File: src/rtl/muldiv_unit.sv
// Iterative 32x32 multiply / divide unit with HI/LO result registers.
// Divider datapath is built only when MULDIV_DIV_EN is defined; otherwise divide ops complete as no-ops.
module muldiv_unit (
    input  logic        clk,
    input  logic        rst_n,
    input  logic        start,
    input  logic [1:0]  op,
    input  logic [31:0] src_a,
    input  logic [31:0] src_b,
    output logic        busy,
    output logic        done,
    output logic [31:0] hi,
    output logic [31:0] lo,
    output logic        div_zero
);

    localparam int unsigned W  = 32;
    localparam int unsigned CW = 5;

    localparam logic [1:0] S_IDLE = 2'b00;
    localparam logic [1:0] S_RUN  = 2'b01;
    localparam logic [1:0] S_DONE = 2'b10;

    logic [1:0]    state_q, state_d;
    logic [CW-1:0] cnt_q, cnt_d;
    logic [W-1:0]  m_q, m_d;
    logic [W-1:0]  acc_q, acc_d;
    logic [W-1:0]  low_q, low_d;
    logic          neg_res_q, neg_res_d;
    logic          busy_q, busy_d;
    logic          done_q, done_d;
    logic          dz_q, dz_d;
    logic [W-1:0]  hi_q, hi_d;
    logic [W-1:0]  lo_q, lo_d;

    logic          a_neg, b_neg;
    logic [W-1:0]  a_mag, b_mag;
    logic [W:0]    mul_sum;
    logic [W-1:0]  step_acc, step_low;
    logic [2*W-1:0] prod, prod_s;

    // Operand magnitudes; only signed ops (op[0]) see negative inputs.
    always_comb begin
        a_neg = op[0] & src_a[W-1];
        b_neg = op[0] & src_b[W-1];
        a_mag = a_neg ? (-src_a) : src_a;
        b_mag = b_neg ? (-src_b) : src_b;
    end

    // One shift-add step: {acc,low} holds the partial product, low shifts the multiplier out.
    always_comb begin
        mul_sum = {1'b0, acc_q} + {1'b0, (low_q[0] ? m_q : W'(0))};
        prod    = {mul_sum[W:1], mul_sum[0], low_q[W-1:1]};
        prod_s  = neg_res_q ? (-prod) : prod;
    end

`ifdef MULDIV_DIV_EN
    logic          is_div_q, is_div_d;
    logic          neg_rem_q, neg_rem_d;
    logic [W:0]    div_shift, div_diff;
    logic          div_ok;
    logic [W-1:0]  div_acc, div_low;

    // Restoring division step: acc is the partial remainder, low shifts dividend out and quotient in.
    always_comb begin
        div_shift = {acc_q, low_q[W-1]};
        div_diff  = div_shift - {1'b0, m_q};
        div_ok    = ~div_diff[W];
        div_acc   = div_ok ? div_diff[W-1:0] : div_shift[W-1:0];
        div_low   = {low_q[W-2:0], div_ok};
        step_acc  = is_div_q ? div_acc : prod[2*W-1:W];
        step_low  = is_div_q ? div_low : prod[W-1:0];
    end
`else
    always_comb begin
        step_acc = prod[2*W-1:W];
        step_low = prod[W-1:0];
    end
`endif

    always_comb begin
        state_d   = state_q;
        cnt_d     = cnt_q;
        m_d       = m_q;
        acc_d     = acc_q;
        low_d     = low_q;
        neg_res_d = neg_res_q;
        hi_d      = hi_q;
        lo_d      = lo_q;
        busy_d    = 1'b0;
        done_d    = 1'b0;
        dz_d      = 1'b0;
`ifdef MULDIV_DIV_EN
        is_div_d  = is_div_q;
        neg_rem_d = neg_rem_q;
`endif
        case (state_q)
            S_IDLE: begin
                if (start) begin
                    state_d   = S_RUN;
                    busy_d    = 1'b1;
                    cnt_d     = CW'(0);
                    acc_d     = W'(0);
                    neg_res_d = op[0] & (src_a[W-1] ^ src_b[W-1]);
                    m_d       = a_mag;
                    low_d     = b_mag;
`ifdef MULDIV_DIV_EN
                    is_div_d  = op[1];
                    neg_rem_d = a_neg;
                    if (op[1]) begin
                        m_d   = b_mag;
                        low_d = a_mag;
                    end
                    // Divide by zero completes immediately, results untouched.
                    if (op[1] && (src_b == W'(0))) begin
                        state_d = S_DONE;
                        busy_d  = 1'b0;
                        done_d  = 1'b1;
                        dz_d    = 1'b1;
                    end
`else
                    if (op[1]) begin
                        state_d = S_DONE;
                        busy_d  = 1'b0;
                        done_d  = 1'b1;
                    end
`endif
                end
            end
            S_RUN: begin
                acc_d = step_acc;
                low_d = step_low;
                cnt_d = cnt_q + CW'(1);
                if (cnt_q == '1) begin
                    state_d = S_DONE;
                    done_d  = 1'b1;
                    hi_d    = prod_s[2*W-1:W];
                    lo_d    = prod_s[W-1:0];
`ifdef MULDIV_DIV_EN
                    if (is_div_q) begin
                        hi_d = neg_rem_q ? (-step_acc) : step_acc;
                        lo_d = neg_res_q ? (-step_low) : step_low;
                    end
`endif
                end else begin
                    busy_d = 1'b1;
                end
            end
            S_DONE:  state_d = S_IDLE;
            default: state_d = S_IDLE;
        endcase
    end

    always_ff @(posedge clk) begin
        if (!rst_n) begin
            state_q   <= S_IDLE;
            cnt_q     <= CW'(0);
            m_q       <= W'(0);
            acc_q     <= W'(0);
            low_q     <= W'(0);
            neg_res_q <= 1'b0;
            busy_q    <= 1'b0;
            done_q    <= 1'b0;
            dz_q      <= 1'b0;
            hi_q      <= W'(0);
            lo_q      <= W'(0);
`ifdef MULDIV_DIV_EN
            is_div_q  <= 1'b0;
            neg_rem_q <= 1'b0;
`endif
        end else begin
            state_q   <= state_d;
            cnt_q     <= cnt_d;
            m_q       <= m_d;
            acc_q     <= acc_d;
            low_q     <= low_d;
            neg_res_q <= neg_res_d;
            busy_q    <= busy_d;
            done_q    <= done_d;
            dz_q      <= dz_d;
            hi_q      <= hi_d;
            lo_q      <= lo_d;
`ifdef MULDIV_DIV_EN
            is_div_q  <= is_div_d;
            neg_rem_q <= neg_rem_d;
`endif
        end
    end

    assign busy     = busy_q;
    assign done     = done_q;
    assign div_zero = dz_q;
    assign hi       = hi_q;
    assign lo       = lo_q;

endmodule
File: config.mk
export PLATFORM = sky130hd
export DESIGN_NAME = muldiv_unit
export DESIGN_NICKNAME = d
export VERILOG_FILES = /design/src/rtl/muldiv_unit.sv
export SDC_FILE = /design/constraint.sdc
export NUM_CORES = 1
export LEC_CHECK = 0
export ABC_AREA = 1
export BUFFER_PORTS_ARGS = -buffer_cell sky130_fd_sc_hd__buf_4
export CAP_MARGIN = 15
export CELL_PAD_IN_SITES_DETAIL_PLACEMENT = 0
export CELL_PAD_IN_SITES_GLOBAL_PLACEMENT = 2
export CORE_UTILIZATION = 32
export CTS_CLUSTER_DIAMETER = 200
export DETAILED_ROUTE_END_ITERATION = 16
export HOLD_SLACK_MARGIN = 0.06
export MAX_ROUTING_LAYER = met4
export PLACE_DENSITY_LB_ADDON = 0.1
export REMOVE_ABC_BUFFERS = 1
export SYNTH_ARGS = -nofsm -noshare
export SYNTH_HDL_FRONTEND = slang
export SYNTH_SLANG_ARGS = --single-unit
File: constraint.sdc
create_clock -name clk -period 3.8 [get_ports clk]
set_input_delay 0.76 -clock clk [delete_from_list [all_inputs] [get_ports clk]]
set_output_delay 0.76 -clock clk [all_outputs]
set_load 0.05 [all_outputs]
==> impl_metrics.ini <==
[run]
max-cap-violations = 0

[clock_network]
numCtsBuffers = 17
clkSinkCount = 170
h-tree-depth = 4
cts_tree = done
post-cts-setup-buffers = 0
clock-root-buffer = clkbuf_16
insertion_delay_ns = 0.45
cts.reportedPaths.clkPinSlew_ns = 0.07
cts_resized = 0
ctsHoldBuffers = 0
cts_buffer_depth = 2

[yosys]
yosysMostFrequentCell = nand2_1
yosys-top-cells-area = dfxtp_1, nand2_1, inv_1
netlist_area_sq_um = 12300
ys_warn_count = 0
synth_edf_count = 0
netlist.area_leader.share_pct = 27.67
synth_commonest_cells = nand2_1, inv_1, nor2_1, dfxtp_1, a21oi_1
synth-seq-cells = 170
async_reset_ff_share_pct = 0
synth_cell_types = 50
ys_seq_area_share_pct = 27.67
ys.flop_type = dfxtp_1
syn_area_per_cell_sq_um = 6.055
postSynthCellCount = 2031
synth_top_area_cell = dfxtp_1

[routing]
wl_per_cell_microns = 16.84
dr.pass1.iters = 5
routed_wl_mm = 44.69
antenna_left = 0
initialDrtViolationCount = 867
route.detailed.drc = 0
viasPerCell = 4.832
route.vias.total = 12820

[critical_path]
crit_fanout = 22
crit_top_cell = nand2_1
end_kind = register
r2r_setup_slack_ns = 0.46
endpoint = hi[17]$_SDFFE_PN0P_
r2r-start = low_q[0]$_SDFFE_PN0P_
crit_path_max_incr_delay_ns = 0.45
path_class = register to register
crit_chain = buf_4, nand2_1, inv_1, fa_1, nand3_1, nand2_1, nand2_1, nand2_1, nand2_2, nand2_1, nand2_1, nand2_1, nor2_1, nand2_1, nor2_2, nand2_1, nand2_1, xor2_1, a21oi_1
crit_path_start = low_q[0]$_SDFFE_PN0P_
r2r_cells = 19
r2r-end = hi[17]$_SDFFE_PN0P_
slowest_stage = fa_1
cp_num_cells = 19
crit_family = simple AND/OR/NAND/NOR gates
worst-path-buf-inv = 2
crit_path_start_kind = register
arrival_ns = 3.66
required_ns = 4.12

[die]
initial_core_util_pct = 32.57
die_w_microns = 198.0
ios = 136
core_area_sq_um = 37760
die_area_sq_um = 39220
die_h_microns = 198.0
rows = 71

[place]
place_area_sq_um = 13790
numPortBuffers = 134
globalplace.congestion = 0.9024
dpl.cell_count = 2615
hpwl_mm = 34.16

[timing]
setup_viol = 0
fin_crit_ns = 3.343
fin_setup_tns_ns = 0
worst_pin_slew_ns = 1.047
hold_viol = 0
skew_ns = 0.01595
max_clock_freq_mhz = 299.2
grt_setup_unrepaired = no
drv_slew = 0
fin_crit_sh_pct = 87.96
hold_slack_ns = 0.4703
max_slew_margin_pct = 30.16

[global_routing]
grt_first_pass_wirelength_mm = 69.70
grt_pass1_vias = 12420
track_usage_pct = 24.00
antenna_found_initial = 6
grt_max_degree = 87
gr-total-overflow = 0

[finish]
syn_to_final_growth_pct = 17.32
num-fill-cells = 4178
layout-drive-gt1-share_pct = 11.80
fin_area_sq_um = 14430
fin_cells = 2654
nNetsFinal = 2230

[pwr]
leakagePower_nw = 7.241
ir_drop_mv = 0.3084
p_per_area_nw_per_um2 = 335.8

[worst_hold_path]
holdPathStages = 2
min_path_type = register to register

[status]
status = completed
[through the flow]
stage          setup slack, ns  util, %  total power, mW
6_report                0.4575    38.21            4.844
3_5_place_dp            0.3930    36.52            2.968
3_3_place_gp            0.4196    36.52            2.971
4_1_cts                 0.3729    38.17            4.891
5_1_grt                0.07199    38.21            5.097
2_1_floorplan           -1.936        -            2.580
[area by class of cell]
class	instances	area (sq um)	area share [%]
multi-input combinational	1500	7541	52.27
sequential	170	3405	23.60
timing repair buffer	150	1139	7.892
inverter	284	1066	7.389
tap	511	639.4	4.432
clock buffer	22	464.2	3.217
clock inverter	10	156.4	1.084
antenna	7	17.52	0.1214
[logic make-up (layout without fill, tap and decap cells)]
kind of cell | count (synthesis) | in the layout | share of synthesized area [%]
AOI/OAI and AO/OA | 378 | 378 | 17.16
xor gates and xnor gates | 81 | 81 | 5.769
adders and majority gates | 38 | 38 | 3.927
buffers and inverters | 361 | 466 | 11.21
DFF | 170 | 170 | 27.67
other | 1 | 8 | 0.03049
and+or+nand+nor | 1002 | 1002 | 34.23
[routing by layer]
layer  GRT usage [%]  vias up  routed length [microns]
met4           6.029        0                      703
met3           4.020       27                     2015
met5               -        -                        0
li1                -     6664                        -
met2           38.73      248                    20740
met1           31.01     5884                    21230
[flip-flops by register name (all words and copies together), names as in the netlist]
name,count
low_q,32
lo,32
m_q,32
done,1
busy,1
state_q,2
hi,32
acc_q,32
cnt_q,5
neg_res_q,1
[worst min-delay path, cell delays in order, from the launching register on]
cell and delay, ns:
dfxtp_1 0.31, nand2_1 0.06, a21oi_1 0.06
[worst min path at each step]
stage,from,end,slack [ns]
global placement,low_q[28]$_SDFFE_PN0P_,low_q[28]$_SDFFE_PN0P_,0.45
global route,acc_q[26]$_SDFFE_PN0P_,acc_q[26]$_SDFFE_PN0P_,0.49
CTS,low_q[27]$_SDFFE_PN0P_,low_q[27]$_SDFFE_PN0P_,0.47
detailed placement,low_q[27]$_SDFFE_PN0P_,low_q[27]$_SDFFE_PN0P_,0.46
finish,low_q[27]$_SDFFE_PN0P_,low_q[27]$_SDFFE_PN0P_,0.47
floorplan,cnt_q[4]$_SDFFE_PN0P_,cnt_q[4]$_SDFFE_PN0P_,0.45
[layout by cell type (no fill, tap or decap), types with 4 or more instances in the layout]
master       n
nand2_1    621
inv_1      264
nor2_1     178
dfxtp_1    169
a21oi_1    165
buf_4      149
o21ai_0    133
nand3_1     85
xor2_1      65
ha_1        37
nand4_1     25
nor3_1      20
o221ai_1    20
nand2_2     17
inv_2       17
clkbuf_16   17
xnor2_1     16
o211ai_1    14
nor2_2      14
o21a_1      13
nand3b_1    12
a31oi_1      8
diode_2      7
nor2_4       7
o31ai_1      6
nor4_1       5
o21bai_1     5
or2_2        4
[where the power goes]
part           internal, mW  switching (mW)  total [mW]
registers              1.85          0.0681        1.92
logic                 0.331           0.675        1.01
clock network          1.09           0.827        1.92
(Power assumes the default switching activity.)
